### config.mk
export PLATFORM = sky130hd
export DESIGN_NAME = io_port_flat
export DESIGN_NICKNAME = d
export VERILOG_FILES = /design/src/rtl/io_port_if.sv /design/src/rtl/io_port.sv /design/src/flat_wrapper.sv
export SDC_FILE = /design/constraint.sdc
export NUM_CORES = 1
export LEC_CHECK = 0
export ABC_CLOCK_PERIOD_IN_PS = 8220
export CAP_MARGIN = 10
export CORE_ASPECT_RATIO = 0.75
export CORE_UTILIZATION = 60
export CTS_CLUSTER_DIAMETER = 80
export CTS_CLUSTER_SIZE = 24
export DETAILED_ROUTE_END_ITERATION = 6
export GPL_ROUTABILITY_DRIVEN = 0
export PLACE_DENSITY = 0.82
export SLEW_MARGIN = 30
export SYNTH_ARGS = -nofsm -noshare
export SYNTH_HDL_FRONTEND = slang
export SYNTH_SLANG_ARGS = --single-unit
### constraint.sdc
create_clock -name clk_in -period 8.22 [get_ports clk_in]
set_input_delay 2.055 -clock clk_in [delete_from_list [all_inputs] [get_ports clk_in]]
set_output_delay 2.055 -clock clk_in [all_outputs]
set_load 0.01 [all_outputs]
### src/rtl/io_port_if.sv
// Bus bundle between the CPU/UART side and io_port: CPU memory port, UART rx/tx
// byte handshakes and the program-stop level.
interface io_port_if;
  logic        rdy_in;
  logic [17:0] mem_a;
  logic        mem_wr;
  logic [7:0]  mem_dout;
  logic [7:0]  io_din;
  logic        io_stall;
  logic        rx_valid;
  logic [7:0]  rx_data;
  logic        rx_ready;
  logic        tx_valid;
  logic [7:0]  tx_data;
  logic        tx_ready;
  logic        prog_stop;

  modport master (
    output rdy_in, mem_a, mem_wr, mem_dout, rx_valid, rx_data, tx_ready,
    input  io_din, io_stall, rx_ready, tx_valid, tx_data, prog_stop
  );

  modport slave (
    input  rdy_in, mem_a, mem_wr, mem_dout, rx_valid, rx_data, tx_ready,
    output io_din, io_stall, rx_ready, tx_valid, tx_data, prog_stop
  );
endinterface

### src/rtl/io_port.sv
// Memory-mapped IO block: console TX/RX FIFOs, program-stop register and a
// free-running cycle counter readable byte by byte through a snapshot latch.
module io_port (
  input  logic      clk_in,
  input  logic      rst_in,
  io_port_if.slave  bus
);

  localparam logic [17:0] ADDR_CONSOLE = 18'h30000;
  localparam logic [17:0] ADDR_TIMER0  = 18'h30004;
  localparam logic [17:0] ADDR_TIMER1  = 18'h30005;
  localparam logic [17:0] ADDR_TIMER2  = 18'h30006;
  localparam logic [17:0] ADDR_TIMER3  = 18'h30007;

  logic [7:0]  r_tx_mem [8];
  logic [2:0]  r_tx_rd;
  logic [2:0]  r_tx_wr;
  logic [3:0]  r_tx_cnt;
  logic [7:0]  r_rx_mem [4];
  logic [1:0]  r_rx_rd;
  logic [1:0]  r_rx_wr;
  logic [2:0]  r_rx_cnt;
  logic [31:0] r_cycle;
  logic [31:0] r_latch;
  logic [7:0]  r_io_din;
  logic        r_prog_stop;

  logic        w_io;
  logic        w_io_wr;
  logic        w_io_rd;
  logic        w_tx_req;
  logic        w_tx_full;
  logic        w_tx_pop;
  logic        w_tx_stall;
  logic        w_tx_push;
  logic [7:0]  w_tx_push_data;
  logic        w_rx_ready;
  logic        w_rx_push;
  logic        w_rx_req;
  logic        w_rx_stall;
  logic        w_rx_pop;

  assign w_io    = bus.rdy_in && (bus.mem_a[17:16] == 2'b11);
  assign w_io_wr = w_io && bus.mem_wr;
  assign w_io_rd = w_io && !bus.mem_wr;

  // A write of 0x00 to the console is a no-op; the stop register always enqueues a 0x00 marker.
  assign w_tx_req = w_io_wr && !r_prog_stop &&
                    (((bus.mem_a == ADDR_CONSOLE) && (bus.mem_dout != 8'h00)) ||
                     (bus.mem_a == ADDR_TIMER0));
  assign w_tx_full      = (r_tx_cnt == 4'd8);
  assign w_tx_pop       = (r_tx_cnt != 4'd0) && bus.tx_ready;
  assign w_tx_stall     = w_tx_req && w_tx_full && !w_tx_pop;
  assign w_tx_push      = w_tx_req && !w_tx_stall;
  assign w_tx_push_data = (bus.mem_a == ADDR_TIMER0) ? 8'h00 : bus.mem_dout;

  assign w_rx_ready = (r_rx_cnt < 3'd4);
  assign w_rx_push  = bus.rx_valid && w_rx_ready;
  assign w_rx_req   = w_io_rd && (bus.mem_a == ADDR_CONSOLE);
  assign w_rx_stall = w_rx_req && (r_rx_cnt == 3'd0);
  assign w_rx_pop   = w_rx_req && !w_rx_stall;

  assign bus.io_stall  = w_tx_stall || w_rx_stall;
  assign bus.tx_valid  = (r_tx_cnt != 4'd0);
  assign bus.tx_data   = r_tx_mem[r_tx_rd];
  assign bus.rx_ready  = w_rx_ready;
  assign bus.io_din    = r_io_din;
  assign bus.prog_stop = r_prog_stop;

  // Storage arrays carry no reset; validity is tracked by the counts alone.
  always_ff @(posedge clk_in) begin
    if (w_tx_push) r_tx_mem[r_tx_wr] <= w_tx_push_data;
    if (w_rx_push) r_rx_mem[r_rx_wr] <= bus.rx_data;
  end

  always_ff @(posedge clk_in or negedge rst_in) begin
    if (!rst_in) begin
      r_tx_rd  <= 3'd0;
      r_tx_wr  <= 3'd0;
      r_tx_cnt <= 4'd0;
    end else begin
      if (w_tx_push) r_tx_wr <= r_tx_wr + 3'd1;
      if (w_tx_pop)  r_tx_rd <= r_tx_rd + 3'd1;
      if (w_tx_push && !w_tx_pop)
        r_tx_cnt <= r_tx_cnt + 4'd1;
      else if (!w_tx_push && w_tx_pop)
        r_tx_cnt <= r_tx_cnt - 4'd1;
    end
  end

  always_ff @(posedge clk_in or negedge rst_in) begin
    if (!rst_in) begin
      r_rx_rd  <= 2'd0;
      r_rx_wr  <= 2'd0;
      r_rx_cnt <= 3'd0;
    end else begin
      if (w_rx_push) r_rx_wr <= r_rx_wr + 2'd1;
      if (w_rx_pop)  r_rx_rd <= r_rx_rd + 2'd1;
      if (w_rx_push && !w_rx_pop)
        r_rx_cnt <= r_rx_cnt + 3'd1;
      else if (!w_rx_push && w_rx_pop)
        r_rx_cnt <= r_rx_cnt - 3'd1;
    end
  end

  // The counter runs regardless of rdy_in; the latch only changes on a byte-0 read.
  always_ff @(posedge clk_in or negedge rst_in) begin
    if (!rst_in) begin
      r_cycle     <= 32'd0;
      r_latch     <= 32'd0;
      r_io_din    <= 8'h00;
      r_prog_stop <= 1'b0;
    end else begin
      r_cycle <= r_cycle + 32'd1;
      if (w_tx_push && (bus.mem_a == ADDR_TIMER0))
        r_prog_stop <= 1'b1;
      if (w_io_rd) begin
        case (bus.mem_a)
          ADDR_CONSOLE: if (w_rx_pop) r_io_din <= r_rx_mem[r_rx_rd];
          ADDR_TIMER0: begin
            r_latch  <= r_cycle;
            r_io_din <= r_cycle[7:0];
          end
          ADDR_TIMER1: r_io_din <= r_latch[15:8];
          ADDR_TIMER2: r_io_din <= r_latch[23:16];
          ADDR_TIMER3: r_io_din <= r_latch[31:24];
          default:     r_io_din <= 8'h00;
        endcase
      end
    end
  end

endmodule

### src/flat_wrapper.sv
// flat-port wrapper written by rule: the top's interface ports become plain ports
module io_port_flat 
  (clk_in, rst_in, bus_rdy_in, bus_mem_a, bus_mem_wr, bus_mem_dout, bus_rx_valid, bus_rx_data, bus_tx_ready, bus_io_din, bus_io_stall, bus_rx_ready, bus_tx_valid, bus_tx_data, bus_prog_stop);
  io_port_if bus_i ();
  input  logic clk_in;
  input  logic rst_in;
  input wire logic [$bits(bus_i.rdy_in)-1:0] bus_rdy_in;
  input wire logic [$bits(bus_i.mem_a)-1:0] bus_mem_a;
  input wire logic [$bits(bus_i.mem_wr)-1:0] bus_mem_wr;
  input wire logic [$bits(bus_i.mem_dout)-1:0] bus_mem_dout;
  input wire logic [$bits(bus_i.rx_valid)-1:0] bus_rx_valid;
  input wire logic [$bits(bus_i.rx_data)-1:0] bus_rx_data;
  input wire logic [$bits(bus_i.tx_ready)-1:0] bus_tx_ready;
  output wire logic [$bits(bus_i.io_din)-1:0] bus_io_din;
  output wire logic [$bits(bus_i.io_stall)-1:0] bus_io_stall;
  output wire logic [$bits(bus_i.rx_ready)-1:0] bus_rx_ready;
  output wire logic [$bits(bus_i.tx_valid)-1:0] bus_tx_valid;
  output wire logic [$bits(bus_i.tx_data)-1:0] bus_tx_data;
  output wire logic [$bits(bus_i.prog_stop)-1:0] bus_prog_stop;
  assign bus_i.rdy_in = bus_rdy_in;
  assign bus_i.mem_a = bus_mem_a;
  assign bus_i.mem_wr = bus_mem_wr;
  assign bus_i.mem_dout = bus_mem_dout;
  assign bus_i.rx_valid = bus_rx_valid;
  assign bus_i.rx_data = bus_rx_data;
  assign bus_i.tx_ready = bus_tx_ready;
  assign bus_io_din = bus_i.io_din;
  assign bus_io_stall = bus_i.io_stall;
  assign bus_rx_ready = bus_i.rx_ready;
  assign bus_tx_valid = bus_i.tx_valid;
  assign bus_tx_data = bus_i.tx_data;
  assign bus_prog_stop = bus_i.prog_stop;
  io_port u_core (.clk_in(clk_in), .rst_in(rst_in), .bus(bus_i));
endmodule
======== Yosys cells after proc, flatten, opt, wreduce, memory -nomap -nowiden ========
Memory sizes are Yosys's and may differ from the RTL's.
Index checks and enable logic that the tools add are counted.
word-level totals
  register bits after elaboration ......... 90
  bits in writable memories ............... 96
  logic and storage cells ................. 77
  memories kept ........................... 2
cells by class
  add/sub/neg operators ................... 9
  $lt $le $gt $ge ......................... 1
  eq/ne operators ......................... 8
  muxes and demuxes ....................... 11
  reductions and logical operators ........ 36
memory list
  name             words  width  rd ports  clocked after memory_dff  wr ports  RTL line       RTL
  u_core.r_tx_mem  8      8      1         0                         1         io_port.sv:15  logic [7:0] r_tx_mem [8];
  u_core.r_rx_mem  4      8      1         0                         1         io_port.sv:19  logic [7:0] r_rx_mem [4];
operators by type and width
  kind                                                                 number
  18-bit equality test (second input constant)                         5
  8-bit case mux with 5 select lines                                   1
  32-bit by 1-bit adder with 32-bit output (second input constant)     1
  1-bit logical AND                                                    19
  8-bit two-way mux                                                    2
  3-bit by 1-bit adder with 3-bit output (second input constant)       3
  1-bit logical NOT                                                    8
  4-bit two-way mux                                                    2
  8-bit nonzero test                                                   1
  3-bit two-way mux                                                    2
  2-bit by 1-bit adder with 2-bit output (second input constant)       2
  4-bit by 1-bit adder with 4-bit output (second input constant)       1
  4-bit equality test (second input constant)                          1
  1-bit two-way mux                                                    4
  2-bit AND reduction                                                  2
  2-bit nonzero test                                                   2
  4-bit nonzero test                                                   1
  4-bit by 1-bit subtractor with 4-bit output (second input constant)  1
  3-bit logical NOT                                                    1
  3-bit < comparator (second input constant)                           1
  3-bit by 1-bit subtractor with 3-bit output (second input constant)  1
  2-bit equality test (second input constant)                          1
  1-bit logical OR                                                     2
  2-bit by 1-bit != test with 1-bit output (second input constant)     1

======== Longest topological paths before layout ========
  depth after elaboration ................. 13
  depth in mapped cells ................... 13
  gate-level depth less buffers ........... 11

======== Worst setup path after synthesis ========
No wires, ideal clock.
  path kind ............................... input to output
  start point ............................. in bus_mem_a[6]
  end point ............................... out bus_io_stall
  arrival ................................. 3.576 ns
  slack ................................... 2.589 ns
  stages .................................. 5
  buffers on the path ..................... 1
  cell sequence ........................... or4_4 > or4_1 > buf_2 > o21ai_0 > a32o_1
between the ends
  longest elaborated chain between the ends .. 7
RTL lines
  item                             RTL line                      RTL
  start: declaration               flat_wrapper.sv:8             input wire logic [$bits(bus_i.mem_a)-1:0] bus_mem_a;
  18-bit equality test             io_port.sv:49, io_port.sv:59
  1-bit logical AND                io_port.sv:49                 (((bus.mem_a == ADDR_CONSOLE) && (bus.mem_dout != 8'h00)) ||
  1-bit logical OR                 io_port.sv:49
  1-bit logical AND                io_port.sv:48                 assign w_tx_req = w_io_wr && !r_prog_stop &&
  1-bit logical AND (2 in series)  io_port.sv:53                 assign w_tx_stall = w_tx_req && w_tx_full && !w_tx_pop;
  1-bit logical OR (*)             io_port.sv:63                 assign bus.io_stall = w_tx_stall || w_rx_stall;
  end: declaration                 flat_wrapper.sv:15            output wire logic [$bits(bus_i.io_stall)-1:0] bus_io_stall;
Every way passes the cells marked *; elsewhere a longest branch is shown, timed or not.

======== Worst setup path in the final report ========
Ends and elaborated chain as after synthesis.

==> results.md <==
- R2R cell count: 10
- Via count: between 4,000 and 5,000
- Startpoint types: input port
- Buf/Inv on CP: 2
- Clk sinks: roughly 180
- DRT Pass-1 Iters: 5
- Largest net degree at the start of global routing: slightly above 80
- Arr. time, crit path: around 4.6 ns
- GRT met2 Usage: a little over two fifths
- 1st-iter DRT viols: 373
- Post-synthesis async set-or-reset flop share: a little under half
- WP data required: about 6.2 ns
- CTS Buf Count: 17
- Main synth FF type: edfxtp_1
- GRT Max-Usage Layer: met2
- Syn_nets: about 540
- Avg WL per Cell: 21.5 µm
- HPWL Detailed: 10,800 µm
- Clock Tree Buf Depth: 2
- DRT Wirelength: approximately 16,000 µm
- Setup Viol. Count Final: 0
- Inserted Diodes: 0
- Clk slew on worst S/H paths: 0.07 ns
- Post-synth EDFFs: 96
- Post-synthesis cell area: approximately 0.0077 mm²
- Hold Path Class: flop to flop
- Share of post-route cells with drive strength above 1: 20.3%
- Max VDD drop: between 0.15 and 0.2 mV
- Fmax: around 150 MHz
- Row cnt: 35
- R2R Path End: u_core.r_tx_cnt[3]$_DFFE_PN0P_
- Synth cell types: 45
- Lkg Pwr: roughly 3.4 nW
- GRT Util Overall: between 20% and 30%
- Crit-path max FO: 7
- Number of synthesized register bits: roughly 180
- IO Port Bufs: between 50 and 60
- Post-route clock period utilization: 81.0%
- Post-CTS Setup Repair Bufs: 0
- Hold buffers post-CTS: 0
- Met1 usage: around 35%
- Core footprint: ~0.012 mm²
- Hold_sp: u_core.r_cycle[31]$_DFF_PN0_
- Unrepaired setup endpoints after global routing: false
- Worst hold slack: roughly 0.48 ns
- Final nets: 612
- IO Count: 60
- Clock latency on the worst-skew pair: between 0.4 and 0.5 ns
- CTS H-tree lvls: 4
- Worst r2r src: u_core.bus.prog_stop$_DFFE_PN0P_
- Clock root buffer: clkbuf_16
- Layout overhead on the synthesized area: 18.2%
- Crit path max-delay family: simple AND/OR/NAND/NOR gates
- Worst slew pin tran: 0.858 ns
- Clock Skews: slightly below 0.006 ns
- Crit. End Element: output pin
- Chip Width: about 130 µm
- Setup_tns: 0 ns
- Yosys warning total: 0
- CTS tree: yes
- Effective utilization at floorplan: approximately 62%
- Final hold viol count: 0
- Vias/cell: 6.12
- Remaining DRCs: 0
- CP dominant cell by count: clkdlybuf4s50_1
- Synthesized area per cell: 15.7 µm²
- Die area: approximately 0.013 mm²
- Cells after Synth: between 400 and 500
- Critical path's slowest cell: or4_1
- Number of global-route vias before repair: 4,678
- Max_slew headroom: around 43%
- M3 GR Usage: 7.12%
- P per Cell Area: 250 mW/mm²
- Antenna violations before repair: 0
- Post-synthesis sequential area ratio: 64.2%
- Final Critical Period: 6.66 ns
- Crit Path Category: input port to output pin
- Critical path, cell by cell: clkdlybuf4s50_1, or4_4, or4_1, o21ai_0, a32o_1, clkdlybuf4s50_1
- Post-route ant nets: 0
- Die height: 100 µm
- Status: complete, no violations
- R2R setup slack: roughly 5.1 ns
- Total global routing overflow: 0
- Final count of pins violating max slew: 0
- Max-cap viol count: 0
- Hold path depth: 1
- Crit-path max cell delay: approximately 0.64 ns
- WHS Endpoint: u_core.r_cycle[31]$_DFF_PN0_
- First-pass GRT wire length: approximately 26,000 µm
- CTS resizes: 0
## routing by layer
layer / vias to the layer above / share of wire, % / routed length, µm
met4: 0 / 2.6 / 413
met2: 170 / 49 / 7820
li1: 1997 / - / -
met1: 2315 / 41 / 6540
met5: - / 0 / 0
met3: 38 / 7.0 / 1110
## metrics by stage
step	cells	power [mW]	instance area, µm²	setup slack (ns)	utilization [%]
after CTS	738	2.29	9070	1.58	73.2
after detailed placement	706	1.49	8490	1.59	68.5
after global routing	738	2.36	9080	1.44	73.3
after floorplan	490	1.33	7680	2.59	-
final	738	2.27	9080	1.56	73.3
after global placement	706	1.47	8480	1.63	68.4
## sequential cells by signal, indices dropped and copies added, names as in the netlist
register              count
u_core.bus.io_din         8
u_core.bus.prog_stop      1
u_core.r_cycle           32
u_core.r_latch           24
u_core.r_rx_cnt           3
u_core.r_rx_mem          32
u_core.r_rx_rd            2
u_core.r_rx_wr            2
u_core.r_tx_cnt           4
u_core.r_tx_mem          64
u_core.r_tx_rd            3
u_core.r_tx_wr            3
## layout make-up
class | count | area [µm²]
clock buffers | 17 | 425
repair buffers | 69 | 667
inverters | 20 | 75.1
multi-input cells | 273 | 2620
well taps | 166 | 208
clock inverters | 15 | 155
fillers | 743 | 3310
flip-flops and latches | 178 | 4940
## worst max path at each step
stage / from / endpoint / slack (ns) / cells after the start
detailed placement: bus_mem_a[6] / bus_io_stall / 1.59 / 6
global placement: bus_mem_a[6] / bus_io_stall / 1.63 / 6
finish: bus_mem_a[6] / bus_io_stall / 1.56 / 6
floorplan: bus_mem_a[6] / bus_io_stall / 2.59 / 5
global route: bus_mem_a[6] / bus_io_stall / 1.44 / 6
CTS: bus_mem_a[6] / bus_io_stall / 1.58 / 6
## synthesized netlist by cell type (2+ instances only)
master / instances / share of area, %
edfxtp_1: 96 / 38
dfrtp_1: 82 / 27
xnor2_1: 37 / 4.2
mux2_2: 32 / 4.7
mux4_2: 32 / 9.4
nand3_1: 31 / 2.0
inv_1: 20 / 0.98
nand2_1: 13 / 0.64
nor2_1: 12 / 0.59
ha_1: 11 / 1.8
nand4_1: 10 / 0.81
clkbuf_1: 9 / 0.44
nor2b_1: 9 / 0.73
nor3_1: 8 / 0.52
o211ai_1: 8 / 0.78
and3_1: 7 / 0.57
nor4_1: 7 / 0.57
buf_1: 6 / 0.29
or4_1: 6 / 0.59
xor2_1: 6 / 0.68
and4_1: 5 / 0.57
and2_1: 4 / 0.33
mux2_1: 4 / 0.59
o21ai_0: 4 / 0.26
nand4b_1: 3 / 0.34
or3_1: 3 / 0.24
a21oi_1: 2 / 0.13
buf_4: 2 / 0.20
fa_1: 2 / 0.52
nand2b_1: 2 / 0.16
nor4b_2: 2 / 0.39
or4_4: 2 / 0.29
## cell usage in the layout (no fill, tap or decap), drive strengths merged, types with 9 or more instances in the layout
cell type | Yosys | layout
mux2 | 36 | 36
nand2 | 13 | 13
nand3 | 31 | 31
ha | 11 | 11
nand4 | 10 | 10
edfxtp | 96 | 96
xnor2 | 37 | 37
dfrtp | 82 | 82
mux4 | 32 | 32
nor2 | 12 | 12
clkbuf | 9 | 17
clkdlybuf4s50 | 0 | 58
buf | 10 | 11
nor3 | 9 | 9
nor2b | 9 | 9
inv | 20 | 25
## worst register-to-register path, delay by kind of cell, from the launching register on
family	cells	cell delay (ns)
fa+ha+maj	2	0.44
flops	1	0.43
buf+inv	2	0.21
compound gates	2	0.34
mux	1	0.24
xor+xnor	1	0.15
simple gates	2	1.23
## cell families (layout without fill, tap and decap cells)
group | after synthesis | in the layout | synth area share, %
xor gates and xnor gates | 43 | 43 | 4.90
muxes | 69 | 69 | 14.8
AOI/OAI and AO/OA | 18 | 18 | 1.68
adders and majority gates | 13 | 13 | 2.31
and+or+nand+nor | 130 | 130 | 9.98
DFF | 178 | 178 | 64.2
buffers and inverters | 39 | 121 | 2.12
## power breakdown
group | total, mW | switching [mW] | leakage, nW | internal (mW)
clock network | 0.792 | 0.342 | 0.282 | 0.450
registers | 1.08 | 0.0838 | 1.96 | 0.999
logic | 0.395 | 0.150 | 1.17 | 0.245
Power figures use the tool's default switching activity.
